==> config.mk <==
export PLATFORM = sky130hd
export DESIGN_NAME = fround
export DESIGN_NICKNAME = d
export VERILOG_FILES = /design/src/rtl/fround.sv
export SDC_FILE = /design/constraint.sdc
export NUM_CORES = 1
export LEC_CHECK = 0
export ABC_AREA = 1
export CAP_MARGIN = 20
export CORE_AREA = 4 4 103 105
export DETAILED_ROUTE_END_ITERATION = 7
export DIE_AREA = 0 0 107 109
export PLACE_DENSITY = 0.8
export REMOVE_ABC_BUFFERS = 1
export SYNTH_ARGS = -nofsm -noshare
export SYNTH_HDL_FRONTEND = slang
export SYNTH_SLANG_ARGS = --single-unit
==> constraint.sdc <==
create_clock -name fpu_clk -period 3 [get_ports fpu_clk]
set_clock_uncertainty 0.15 [all_clocks]
set_input_delay 0.45 -clock fpu_clk [delete_from_list [all_inputs] [get_ports fpu_clk]]
set_output_delay 0.45 -clock fpu_clk [all_outputs]
set_load 0.02 [all_outputs]
==> src/rtl/fround.sv <==
// Rounds a cast-stage {sign, exp, frac, grs} into an IEEE 754 single with a fixed 4-edge latency.
// Optional macro FROUND_RMM_EN enables round-to-nearest-max-magnitude (rm=100).
module fround #(
    parameter int unsigned OPERAND_WIDTH  = 32,
    parameter int unsigned EXPONENT_WIDTH = 8,
    parameter int unsigned FRACTION_WIDTH = 23
) (
    input  logic                      fpu_clk,
    input  logic                      fpu_rst_n,
    input  logic                      fround_en_i,
    input  logic [2:0]                fround_rm_i,
    input  logic                      fround_sign_i,
    input  logic [EXPONENT_WIDTH-1:0] fround_exp_i,
    input  logic [FRACTION_WIDTH-1:0] fround_frac_i,
    input  logic [2:0]                fround_grs_bit_i,
    input  logic                      fround_overflow_i,
    output logic [OPERAND_WIDTH-1:0]  fround_result_o,
    output logic                      fround_inexact_o,
    output logic                      fround_overflow_o,
    output logic                      fround_invalid_rm_o,
    output logic                      fround_ready_o
);

    localparam int unsigned EW  = EXPONENT_WIDTH;
    localparam int unsigned EW1 = EXPONENT_WIDTH + 1;
    localparam int unsigned FW  = FRACTION_WIDTH;
    localparam int unsigned SW  = FRACTION_WIDTH + 1;

`ifdef FROUND_RMM_EN
    localparam bit RMM_EN = 1'b1;
`else
    localparam bit RMM_EN = 1'b0;
`endif

    localparam logic [2:0] RM_RNE = 3'b000;
    localparam logic [2:0] RM_RTZ = 3'b001;
    localparam logic [2:0] RM_RDN = 3'b010;
    localparam logic [2:0] RM_RUP = 3'b011;
    localparam logic [2:0] RM_RMM = 3'b100;

    localparam logic [EW-1:0] EXP_ONES = '1;
    localparam logic [EW-1:0] EXP_MAXF = {EXP_ONES[EW-1:1], 1'b0};

    typedef enum logic [2:0] {
        IDLE,
        CAPTURE,
        ROUND,
        NORM,
        DONE
    } state_e;

    state_e                   state_q, state_d;
    logic                     sign_q, sign_d;
    logic [EW-1:0]            exp_q, exp_d;
    logic [FW-1:0]            frac_q, frac_d;
    logic [2:0]               grs_q, grs_d;
    logic                     ovf_in_q, ovf_in_d;
    logic [2:0]               rm_q, rm_d;
    logic [SW-1:0]            sum_q, sum_d;
    logic                     norm_ovf_q, norm_ovf_d;
    logic [OPERAND_WIDTH-1:0] result_q, result_d;
    logic                     inexact_q, inexact_d;
    logic                     overflow_q, overflow_d;
    logic                     invalid_q, invalid_d;
    logic                     ready_q, ready_d;

    logic inc_c;
    logic rm_ok_c;
    logic to_inf_c;
    logic ovf_c;

    // Next-state logic
    always_comb begin
        state_d = state_q;
        case (state_q)
            IDLE:    if (fround_en_i) state_d = CAPTURE;
            CAPTURE: state_d = fround_en_i ? ROUND : IDLE;
            ROUND:   state_d = fround_en_i ? NORM  : IDLE;
            NORM:    state_d = fround_en_i ? DONE  : IDLE;
            DONE:    state_d = fround_en_i ? DONE  : IDLE;
            default: state_d = IDLE;
        endcase
    end

    // Rounding mode decode on the captured operands
    always_comb begin
        inc_c    = 1'b0;
        to_inf_c = 1'b0;
        rm_ok_c  = (rm_q < RM_RMM) || ((rm_q == RM_RMM) && RMM_EN);
        case (rm_q)
            RM_RNE: begin
                inc_c    = grs_q[2] & (grs_q[1] | grs_q[0] | frac_q[0]);
                to_inf_c = 1'b1;
            end
            RM_RTZ: begin
                inc_c    = 1'b0;
                to_inf_c = 1'b0;
            end
            RM_RDN: begin
                inc_c    = sign_q & (|grs_q);
                to_inf_c = sign_q;
            end
            RM_RUP: begin
                inc_c    = ~sign_q & (|grs_q);
                to_inf_c = ~sign_q;
            end
            RM_RMM: begin
                inc_c    = grs_q[2] & RMM_EN;
                to_inf_c = 1'b1;
            end
            default: begin
                inc_c    = 1'b0;
                to_inf_c = 1'b0;
            end
        endcase
        ovf_c = ovf_in_q | norm_ovf_q;
    end

    // Datapath: capture, add increment, normalise carry, publish result
    always_comb begin
        sign_d     = sign_q;
        exp_d      = exp_q;
        frac_d     = frac_q;
        grs_d      = grs_q;
        ovf_in_d   = ovf_in_q;
        rm_d       = rm_q;
        sum_d      = sum_q;
        norm_ovf_d = norm_ovf_q;
        result_d   = result_q;
        inexact_d  = inexact_q;
        overflow_d = overflow_q;
        invalid_d  = invalid_q;
        ready_d    = (state_q == DONE) && fround_en_i;

        case (state_q)
            CAPTURE: begin
                sign_d     = fround_sign_i;
                exp_d      = fround_exp_i;
                frac_d     = fround_frac_i;
                grs_d      = fround_grs_bit_i;
                ovf_in_d   = fround_overflow_i;
                rm_d       = fround_rm_i;
                norm_ovf_d = 1'b0;
            end
            ROUND: begin
                sum_d = {1'b0, frac_q} + SW'(inc_c);
            end
            NORM: begin
                if (sum_q[FW]) begin
                    frac_d = '0;
                    exp_d  = exp_q + EW'(1);
                end else begin
                    frac_d = sum_q[FW-1:0];
                end
                // Computed one bit wider so an all-ones input exponent cannot wrap
                norm_ovf_d = (EW1'(exp_q) + EW1'(sum_q[FW])) >= EW1'(EXP_ONES);
            end
            DONE: begin
                if (fround_en_i && !ready_q) begin
                    if (!rm_ok_c) begin
                        result_d   = OPERAND_WIDTH'({1'b0, EXP_ONES, 1'b1, {(FW-1){1'b0}}});
                        inexact_d  = 1'b0;
                        overflow_d = 1'b0;
                        invalid_d  = 1'b1;
                    end else if (ovf_c) begin
                        result_d   = to_inf_c ? OPERAND_WIDTH'({sign_q, EXP_ONES, {FW{1'b0}}})
                                              : OPERAND_WIDTH'({sign_q, EXP_MAXF, {FW{1'b1}}});
                        inexact_d  = 1'b1;
                        overflow_d = 1'b1;
                        invalid_d  = 1'b0;
                    end else begin
                        result_d   = OPERAND_WIDTH'({sign_q, exp_q, frac_q});
                        inexact_d  = |grs_q;
                        overflow_d = 1'b0;
                        invalid_d  = 1'b0;
                    end
                end
            end
            default: ;
        endcase
    end

    always_ff @(posedge fpu_clk or negedge fpu_rst_n) begin
        if (!fpu_rst_n) begin
            state_q    <= IDLE;
            sign_q     <= 1'b0;
            exp_q      <= '0;
            frac_q     <= '0;
            grs_q      <= '0;
            ovf_in_q   <= 1'b0;
            rm_q       <= '0;
            sum_q      <= '0;
            norm_ovf_q <= 1'b0;
            result_q   <= '0;
            inexact_q  <= 1'b0;
            overflow_q <= 1'b0;
            invalid_q  <= 1'b0;
            ready_q    <= 1'b0;
        end else begin
            state_q    <= state_d;
            sign_q     <= sign_d;
            exp_q      <= exp_d;
            frac_q     <= frac_d;
            grs_q      <= grs_d;
            ovf_in_q   <= ovf_in_d;
            rm_q       <= rm_d;
            sum_q      <= sum_d;
            norm_ovf_q <= norm_ovf_d;
            result_q   <= result_d;
            inexact_q  <= inexact_d;
            overflow_q <= overflow_d;
            invalid_q  <= invalid_d;
            ready_q    <= ready_d;
        end
    end

    assign fround_result_o     = result_q;
    assign fround_inexact_o    = inexact_q;
    assign fround_overflow_o   = overflow_q;
    assign fround_invalid_rm_o = invalid_q;
    assign fround_ready_o      = ready_q;

endmodule

==> results.toml <==
[synthesis]
yosysWarnings = 0
synth_most_common_cell = "nand2_1"
synth_cells = 669
synth_flop_cell = "dfrtp_1"
syn_area_per_cell_sq_um = 7.89
ys_top_cells_by_area = "dfrtp_1, nand2_1, o21ai_0"
synth-seq-cells = 103
synth_top_cells_by_count = "nand2_1, dfrtp_1, nor2_1"
seq_area_frac_synth_pct = 48.8
netlist_area_sq_um = 5280
async_flop_share_pct = 100
synth_largest_area_cell = "dfrtp_1"
synth_top_area_share_pct = 48.8
synth_edf_count = 0
synth_cell_types = 35

[sta]
rsz0062_at_grt = "false"
slew_viol_final = 0
post-route-period-util_pct = 88.6
post-route-min-period_ns = 2.66
clock.fmax_mhz = 376
final-setup-viol-count = 0
tns_ns = 0
relSlewSlack_pct = 49.5
max_slew.worst_pin.slew_ns = 0.755
hold_viol = 0

[global_route]
grt_pass1_wl_um = 22100
grt_overflow = 0
antenna_found_initial = 0
grt_max_degree = 45
grt_pass1_vias = 4360
track_usage_pct = 24.1

[critical_path]
crit_type = "reg -> reg"
path_cells = "inv_1 -> nand2_1 -> nor2_1 -> ha_1 -> o22ai_1 -> ha_2 -> ha_1 -> inv_1 -> nor2_2 -> nand2_1 -> nor2_1 -> xor2_1 -> nand2_1 -> nand2_1"
worstSetupStartpointType = "register"
critPathMaxFanout = 6
crit_slowest_cell = "dfrtp_1"
cp.arrival_ns = 2.83
critPathMostFrequentCell = "nand2_1"
crit_required_ns = 3.17
cp-end-kind = "register"
cpPeakStageDelay_ns = 0.44

[placed_design]
hpwl_um = 9350
gp_congestion = 0.865
placed_cell_area_sq_um = 6150
portBuffers = 77

[clock_network]
clock_latency_ns = 0.38
cts_buffers = 9
cts-root-buf = "clkbuf_8"
post_cts_buffers = 0
cts_tree = "yes"
cts-htree-levels = 3
cts.sinks = 103
cts_buffer_depth = 2
clkTransAtPathRegs_ns = 0.10

[final_layout]
final_nets = 788
final_util_pct = 66.3
syn_to_final_growth_pct = 21.1
drive_above_1_share_pct = 8.46
final.fill_count = 844
insertedDiodeCount = 0
final_cell_area_sq_um = 6390

[routing]
wl_um = 13200
detail_route.drc_violations = 0
vias = 4639
drt_iter0_drc = 291
first_pass_iters = 7
wl_per_cell_um = 15.0
ant_nets = 0
via_per_inst = 5.28

[floorplanning]
io_pins = 78
dieHeight_um = 109
start_util_pct = 54.8
num_rows = 36
die_area_sq_um = 11700
core_area_sq_um = 9640
dieWidth_um = 107

[pwr]
p_int_mw = 2.96
p_sw_share_pct = 36.7
power_frac_seq_pct = 45.7
combPwrFrac_pct = 32.9
clkPwrFrac_pct = 21.4
powerDensity_nw_per_um2 = 732
leakage_nw = 3.00
power.switching_mw = 1.72
max-vdd-ir-drop_mv = 0.526

[flow_run]
drv_cap = 0

[min_path]
hp-class = "reg -> reg"

[run_status]
status = "finished clean"
through the flow:
step           std cells  power (mW)  hold slack, ns  worst slack, ns
2_1_floorplan        643        3.02         0.00441            0.533
4_1_cts              878        4.71           0.339            0.264
5_1_grt              878        4.99           0.365           0.0546
6_report             878        4.68           0.338            0.341
3_5_place_dp         861        3.71           0.316            0.290
3_3_place_gp         861        3.66           0.312            0.391
power by group through the flow:
stage               Combinational (mW)  Sequential, mW  Clock, mW
floorplan                        0.755            2.27          0
global placement                  1.51            2.15          0
detailed placement                1.55            2.16          0
CTS                               1.56            2.14       1.02
global route                      1.72            2.20       1.07
finish                            1.54            2.14       1.00
sequential cells by signal, summed over array words and instances (netlist names):
signal	count
state_q	3
fround_invalid_rm_o	1
rm_q	3
sign_q	1
grs_q	3
fround_overflow_o	1
sum_q	24
exp_q	8
ovf_in_q	1
fround_result_o	32
fround_ready_o	1
frac_q	23
fround_inexact_o	1
norm_ovf_q	1
cells by family after synthesis:
kind of cell,synth area share [%]
adder cells (fa/ha/maj),1.42
XOR/XNOR,1.99
buffers and inverters,7.58
multiplexers,0.924
AO/OA/AOI/OAI,12.2
flip-flops,48.8
AND/OR/NAND/NOR,27.1
cells in the final DEF (no fill, tap or decap), types with 3 or more instances in the layout:
cell             Yosys  final
nor2_1              74     74
ha_1                 6      5
dfrtp_1            103    103
mux2_2               3      3
xor2_1               6      6
nand4_1              4      4
nand3_1             61     61
nand2_4              3      3
nand2_1            186    186
xnor2_1              6      6
clkdlybuf4s50_1      0     76
inv_1               65     65
o21ai_0             63     63
a21oi_1             19     19
o21ai_2             20     20
clkbuf_8             0     10
nor3_1               4      4
buf_4                3      8
final cells by class:
class	instances	area, sq um	share of cell area, %
Sequential cell	103	2580	40.3
Multi-Input combinational cell	472	2310	36.1
Timing Repair Buffer	86	851	13.3
Inverter	68	263	4.11
Tap cell	133	166	2.60
Clock buffer	10	138	2.15
Clock inverter	6	92.6	1.45
critical path, delay by kind of cell (launching register included):
| family | cells | cell delay (ns) |
|---|---|---|
| compound gates | 1 | 0.14 |
| xor+xnor | 1 | 0.15 |
| fa+ha+maj | 3 | 0.77 |
| buf+inv | 2 | 0.21 |
| flops | 1 | 0.44 |
| simple gates | 7 | 0.72 |
path summary, 6_finish.rpt:
check | from | end | slack (ns) | cells after the start
max reg2reg | rm_q[2] | sum_q[16] | 0.34 | 14
max in group asynchronous | fpu_rst_n | fround_result_o[22] | 1.56 | 3
min | fround_result_o[22] | fround_result_o[22] | 0.34 | 2
max | rm_q[2] | sum_q[16] | 0.34 | 14
min in group asynchronous | fpu_rst_n | exp_q[0] | 0.45 | 2
min reg2reg | fround_result_o[22] | fround_result_o[22] | 0.34 | 2
repair_timing:
| item | in CTS | in global routing |
|---|---|---|
| resized for setup | 0 | 1 |
| endpoints found under the setup margin | 0 | 1 |
| endpoints found under the hold margin | 41 | 0 |
| hold buffers | 1 | 0 |
routing by layer:
layer  part of all wire, %  wire (um)  track usage [%]
met1                    46       6010             33.8
met2                    48       6310             39.2
met3                   5.0        656             2.72
met4                   1.6        215             8.31
met5                     0          0                0
Power figures use the tool's default switching activity.
